[config.mk]
export PLATFORM = sky130hd
export DESIGN_NAME = instr_fetch_stage
export DESIGN_NICKNAME = d
export VERILOG_FILES = /design/src/rtl/instr_fetch_stage.sv
export SDC_FILE = /design/constraint.sdc
export NUM_CORES = 1
export LEC_CHECK = 0
export BUFFER_PORTS_ARGS = -buffer_cell sky130_fd_sc_hd__buf_4
export CORE_MARGIN = 1.5
export CORE_UTILIZATION = 51
export DETAILED_ROUTE_END_ITERATION = 10
export GPL_TIMING_DRIVEN = 0
export PLACE_DENSITY = 0.91
export SLEW_MARGIN = 5
export SYNTH_ARGS = -nofsm -noshare
export SYNTH_HDL_FRONTEND = slang
export SYNTH_SLANG_ARGS = --single-unit
[constraint.sdc]
create_clock -name CLK -period 2.69 [get_ports CLK]
set_clock_uncertainty 0.05 [all_clocks]
set_input_delay 0.4035 -clock CLK [delete_from_list [all_inputs] [get_ports CLK]]
set_output_delay 0.4035 -clock CLK [all_outputs]
set_load 0.01 [all_outputs]
[src/rtl/instr_fetch_stage.sv]
// Instruction fetch stage: program counter, ROM address drive and IF/ID pipeline register.
// Optional build macro FETCH_MISALIGN_TRAP_EN traps misaligned redirects to TRAP_PC.
module instr_fetch_stage #(
  parameter logic [31:0] RESET_PC  = 32'h0000_0000,
  parameter logic [31:0] NOP_INSTR = 32'h0000_0013,
  parameter logic [31:0] TRAP_PC   = 32'h0000_0100
) (
  input  logic        CLK,
  input  logic        RST_n,
  input  logic        STALL,
  input  logic        FLUSH,
  input  logic        REDIRECT_EN,
  input  logic [31:0] REDIRECT_PC,
  output logic [31:0] INS_ADDRESS,
  input  logic [31:0] INSTRUCTION_IN,
  output logic [31:0] IF_ID_PC,
  output logic [31:0] IF_ID_PC4,
  output logic [31:0] IF_ID_INSTR,
  output logic        IF_ID_VALID,
  output logic [31:0] FETCH_COUNT,
  output logic        MISALIGN
);

  localparam int unsigned XLEN = 32;
  localparam logic ST_BOOT = 1'b0;
  localparam logic ST_RUN  = 1'b1;

  logic            state_q,     state_d;
  logic [XLEN-1:0] pc_q,        pc_d;
  logic [XLEN-1:0] if_pc_q,     if_pc_d;
  logic [XLEN-1:0] if_pc4_q,    if_pc4_d;
  logic [XLEN-1:0] if_instr_q,  if_instr_d;
  logic            if_valid_q,  if_valid_d;
  logic [XLEN-1:0] fetch_cnt_q, fetch_cnt_d;
  logic [XLEN-1:0] pc_plus4_c;
  logic [XLEN-1:0] redir_pc_c;

  assign pc_plus4_c = pc_q + XLEN'(4);

`ifdef FETCH_MISALIGN_TRAP_EN
  logic redir_mis_c;
  logic misalign_q, misalign_d;

  // Misaligned targets are diverted to the trap vector and flagged.
  always_comb begin
    redir_mis_c = 1'b0;
    redir_pc_c  = {REDIRECT_PC[XLEN-1:2], 2'b00};
    if (REDIRECT_PC[1:0] != 2'b00) begin
      redir_pc_c  = TRAP_PC;
      redir_mis_c = 1'b1;
    end
  end

  assign MISALIGN = misalign_q;
`else
  logic unused_redir_lsb;

  // Misaligned targets are silently word-aligned.
  assign redir_pc_c       = {REDIRECT_PC[XLEN-1:2], 2'b00};
  assign unused_redir_lsb = ^{REDIRECT_PC[1:0], TRAP_PC};
  assign MISALIGN         = 1'b0;
`endif

  // Next-state logic: REDIRECT_EN > FLUSH > STALL > normal fetch.
  always_comb begin
    state_d     = state_q;
    pc_d        = pc_q;
    if_pc_d     = if_pc_q;
    if_pc4_d    = if_pc4_q;
    if_instr_d  = if_instr_q;
    if_valid_d  = if_valid_q;
    fetch_cnt_d = fetch_cnt_q;
`ifdef FETCH_MISALIGN_TRAP_EN
    misalign_d  = 1'b0;
`endif

    case (state_q)
      ST_BOOT: begin
        state_d = ST_RUN;
        if (REDIRECT_EN) begin
          pc_d = redir_pc_c;
`ifdef FETCH_MISALIGN_TRAP_EN
          misalign_d = redir_mis_c;
`endif
        end
      end
      default: begin
        state_d = ST_RUN;
        if (REDIRECT_EN) begin
          pc_d       = redir_pc_c;
          if_instr_d = NOP_INSTR;
          if_valid_d = 1'b0;
`ifdef FETCH_MISALIGN_TRAP_EN
          misalign_d = redir_mis_c;
`endif
        end else if (FLUSH) begin
          if_instr_d = NOP_INSTR;
          if_valid_d = 1'b0;
          if (!STALL) begin
            pc_d = pc_plus4_c;
          end
        end else if (!STALL) begin
          pc_d        = pc_plus4_c;
          if_pc_d     = pc_q;
          if_pc4_d    = pc_plus4_c;
          if_instr_d  = INSTRUCTION_IN;
          if_valid_d  = 1'b1;
          fetch_cnt_d = fetch_cnt_q + XLEN'(1);
        end
      end
    endcase
  end

  always_ff @(posedge CLK or negedge RST_n) begin
    if (!RST_n) begin
      state_q     <= ST_BOOT;
      pc_q        <= RESET_PC;
      if_pc_q     <= '0;
      if_pc4_q    <= '0;
      if_instr_q  <= NOP_INSTR;
      if_valid_q  <= 1'b0;
      fetch_cnt_q <= '0;
    end else begin
      state_q     <= state_d;
      pc_q        <= pc_d;
      if_pc_q     <= if_pc_d;
      if_pc4_q    <= if_pc4_d;
      if_instr_q  <= if_instr_d;
      if_valid_q  <= if_valid_d;
      fetch_cnt_q <= fetch_cnt_d;
    end
  end

`ifdef FETCH_MISALIGN_TRAP_EN
  always_ff @(posedge CLK or negedge RST_n) begin
    if (!RST_n) begin
      misalign_q <= 1'b0;
    end else begin
      misalign_q <= misalign_d;
    end
  end
`endif

  assign INS_ADDRESS = pc_q;
  assign IF_ID_PC    = if_pc_q;
  assign IF_ID_PC4   = if_pc4_q;
  assign IF_ID_INSTR = if_instr_q;
  assign IF_ID_VALID = if_valid_q;
  assign FETCH_COUNT = fetch_cnt_q;

endmodule

# Word level (Yosys, flattened, before mapping)

Index checks and enable logic that the tools add are counted.

Register bits: 162
Latch bits: 0
RAM bits: 0
Memory bits (read-only): 0
Input port bits: 69
Output and inout bits: 162
Logic and storage cells: 28
Memories: 0

Add/subtract/negate cells: 2
$mul: 0
Divide/modulo/power cells: 0
$lt $le $gt $ge: 0
Equal/unequal tests: 2
Shifts and indexed selects: 0
Multiplexer cells: 10
Bitwise operators: 3
Reductions and logical operators: 4

Operator list:

| cell                    | count |
|---|---|
| $mux W32                | 7 |
| $add A32 B1 Y32 const B | 1 |
| $add A32 B3 Y32 const B | 1 |
| $reduce_and A2 Y1       | 2 |
| $reduce_and A4 Y1       | 1 |
| $mux W1                 | 3 |
| $ne A3 B1 Y1 const B    | 1 |
| $not A1 Y1              | 3 |
| $ne A2 B1 Y1 const B    | 1 |
| $reduce_bool A2 Y1      | 1 |

# Depth between registers and ports, before layout

Depth in word-level cells: 4
Mapped depth: 7

# Least setup slack after synthesis

OpenSTA, ideal clock, no wires.

Path kind: register to register
Start: reg pc_q[2] (netlist: INS_ADDRESS[2])
End: reg pc_q[30] (netlist: INS_ADDRESS[30])
Setup time: 0.136 ns
Arrival: 1.904 ns
Data required time: 2.504 ns
Setup slack: 0.600 ns
Cell stages (with the launch flop): 8
Buffers on the path: 1
Clock period less this slack: 2.090 ns
Cells stage by stage: dfrtp_1 -> ha_1 -> and3_1 -> clkbuf_1 -> nand4_1 -> nor4_1 -> xnor2_1 -> o21ai_0

Cells in the longest elaborated chain, start to end: 4

Ends and longest elaborated chain:

| what                   | RTL line | text |
|---|---|---|
| start, declared        | 29       | `logic [XLEN-1:0] pc_q, pc_d;` |
| start signal, assigned | 125      | `pc_q <= pc_d;` |
| $add A32 B3 Y32        | 38       | `assign pc_plus4_c = pc_q + XLEN'(4);` |
| $mux W32               | 99, 102  |  |
| $mux W32               | 89       | `if (REDIRECT_EN) begin` |
| $mux W32               | 77       | `case (state_q)` |

No other way between the ends. The select of a mux whose other input is x is not followed.
A chain may end at the register's enable or synchronous reset.

# Worst setup path in the final report

Start: reg pc_q[10] (netlist: INS_ADDRESS[10])
End: reg pc_q[29] (netlist: INS_ADDRESS[29])

Same word-level chain as after synthesis.

==> flow_summary_export.csv <==
group,metric,value,unit
status,status,"completed",
routing,drtAntennaViolNets,0,
place,dp_slack,0.181,ns
die,io-pin-count,231,
grt,grt_pass1_vias,6187,
flow_run,max-cap-violations,0,
die,coreArea,13200,µm²
cells_and_area,fin_util,0.718,
routing,drt_wl_total,20600,µm
cells_and_area,fillCellCount,984,
cts,clock_latency,0.43,ns
routing,vias,6220,
logic_synthesis,synth_cell_type_count,36,
grt,grt.met3_usage,0.0875,
cts,cts_made_buffers,17,
timing,setup_viol,0,
setup_path,cp-end-kind,"flop",
logic_synthesis,ys_seq_area_frac,0.563,
setup_path,crit_type,"reg -> reg",
grt,grt_antenna_before_repair,0,
routing,wl_per_cell,18.2,µm
grt,overflow,0,
logic_synthesis,syn-mean-instance-area,10.0,µm²
timing,hold_violations,0,
power_and_ir_drop,p_leak,4.61,nW
cts,ctsLongestPathBuffers,2,
hold_path,min_path_type,"in -> reg",
grt,gr-usage-all-layers,0.290,
place,dp_hpwl,14700,µm
routing,drtIter0Drc,614,
logic_synthesis,ys_top_cells_by_area,"dfrtp_1, nand2_1, xnor2_1",
timing,setup_slack,0.134,ns
cells_and_area,layout-drive-gt1-share,0.290,
setup_path,cp.required,2.97,ns
place,io_buffers,220,
timing,relSlewSlack,0.363,
grt,grtUsageMet2,0.492,
place,dpl_cell_area,8870,µm²
die,start_util,0.524,
place,place.gp.congestion,0.900,
routing,drt_pass1_iterations,5,
setup_path,worstPathArrival,2.83,ns
logic_synthesis,yosys_register_bits,156,
routing,vias_per_cell,5.50,
cts,tritoncts,"built",
logic_synthesis,synth_edf_count,0,
timing,drv_slew,0,
die,die_area,14300,µm²
timing,worst_pin_slew,0.947,ns
timing,clock.fmax,391,MHz
die,core.rowCount,42,
logic_synthesis,synth_area,6950,µm²
grt,grt_pass1_wl,31800,µm
grt,grt_max_degree,119,
cells_and_area,diodes,0,
cts,cts_max_level,4,
cells_and_area,syn_to_final_growth,36.9,%
cells_and_area,stdcell_area,9510,µm²
logic_synthesis,synth-main-ff-cell,"dfrtp_1",
cells_and_area,finalNetCount,1012,
setup_path,critPathMaxFanout,10,
logic_synthesis,synth_top_area_frac,0.551,
logic_synthesis,synth-warning-count,0,
cts,cts_root_buffer,"clkbuf_16",
place,placedCellCount,1095,
logic_synthesis,synthArstFlopShare,1.00,
cts,clock-sinks,156,
power_and_ir_drop,powerDensity,682,nW/µm²
timing,tns,0,ns
cells_and_area,fin_cells,1130,
logic_synthesis,syn-instance-count,692,
logic_synthesis,yosys.area.top_type,"dfrtp_1",
die,die_w,120,µm
grt,busiest_layer,"met2",
setup_path,cp-start-kind,"flop",
die,die_h,120,µm
cts,cts.clk_slew.worst_paths,0.06,ns
timing,fin_crit_sh,0.950,
routing,drc,0,
grt,grt_use_met1,0.349,
timing,period_needed,2.56,ns
power_and_ir_drop,peakVddDrop,403,µV
==> layout make-up <==
type,count,area [µm²],area share
clock buffer,21,460,0.0484
clock inverter,11,143,0.0150
tap,176,220,0.0232
multi-input combinational,487,2820,0.296
timing repair buffer,224,1710,0.180
sequential,156,3910,0.411
buffer,51,231,0.0243
inverter,4,15.0,0.00158
==> routing by layer <==
| metal | up-vias | wire, µm |
|---|---|---|
| li1 | 2822 | - |
| met1 | 3016 | 7990 |
| met2 | 338 | 10200 |
| met3 | 44 | 1880 |
| met4 | 0 | 465 |
| met5 | - | 0 |
==> repair_timing <==
item                                    4_1_cts  5_1_grt
hold endpoints to repair                     38        0
buffers inserted                              0        2
endpoints found under the setup margin        0        5
hold buffers                                  1        0
gates resized for setup                       0        1
==> flip-flops by register name (all words and copies together) (netlist names) <==
name         flops
state_q          1
INS_ADDRESS     30
IF_ID_PC4       30
FETCH_COUNT     32
IF_ID_PC        30
IF_ID_VALID      1
IF_ID_INSTR     32
==> logic make-up (layout without fill, tap and decap cells) <==
| group | after synthesis | in the layout | share of synthesized area |
|---|---|---|---|
| compound gates | 92 | 92 | 0.0841 |
| buf+inv | 55 | 311 | 0.0355 |
| flops | 156 | 156 | 0.563 |
| simple gates | 295 | 295 | 0.199 |
| mux | 3 | 3 | 0.00468 |
| xor+xnor | 87 | 87 | 0.110 |
| other cells | 2 | 8 | 0.00108 |
| fa+ha+maj | 2 | 2 | 0.00360 |
==> worst max-delay path: stages, from the launching register on <==
cell      delay [ns]
dfrtp_1         0.36
clkbuf_1        0.32
nand3_1         0.20
nor3_1          0.61
buf_2           0.36
nand4_1         0.15
xor2_1          0.19
o21ai_0         0.21
==> synth_stat cells, drive strengths merged (3+ instances only) <==
library cell / count
o22a: 3
xnor2: 56
and3: 10
o21ai: 59
inv: 4
nor3: 11
nor2: 15
and4: 8
xor2: 31
nand2: 177
clkbuf: 38
nand4: 25
nand3: 28
buf: 13
or3: 3
nor4: 9
dfrtp: 153
a22o: 29
dfstp: 3
==> final timing paths <==
path / start / to / slack (ns) / cells after the start
max: INS_ADDRESS[10] / INS_ADDRESS[29] / 0.13 / 7
min: REDIRECT_PC[23] / INS_ADDRESS[23] / 0.13 / 3
max reg2reg: INS_ADDRESS[10] / INS_ADDRESS[29] / 0.13 / 7
min reg2reg: IF_ID_PC[2] / IF_ID_PC[2] / 0.43 / 2
max in group asynchronous: RST_n / FETCH_COUNT[24] / 1.32 / 3
min in group asynchronous: RST_n / IF_ID_INSTR[28] / 0.39 / 2
==> per-stage QoR <==
stage          hold WS [ns]  total power [mW]
5_1_grt               0.132              6.74
3_3_place_gp          0.412              4.01
4_1_cts               0.121              6.50
3_5_place_dp          0.251              4.06
6_report              0.128              6.49
2_1_floorplan        0.0579              3.33
==> power by group <==
part | total [mW] | internal [mW] | switching (mW)
Sequential | 2.85 | 2.62 | 0.228
Clock | 2.46 | 1.50 | 0.958
Combinational | 1.18 | 0.580 | 0.599
==> cell usage in the layout, fill, tap and decap left out, drive strengths merged, types with 3 or more instances in the layout <==
master	Yosys	routed
clkinv	0	6
o22a	3	3
inv	4	4
dfstp	3	3
nor4	9	9
o21ai	59	59
clkbuf	38	59
a22o	29	29
and3	10	10
nor2	15	15
xor2	31	31
nand3	28	28
and4	8	8
buf	13	236
nor3	11	11
xnor2	56	56
nand2	177	177
bufinv	0	3
dfrtp	153	153
nand4	25	25
conb	2	8
or3	3	3
Note: power is estimated with default switching activity, not from simulation.
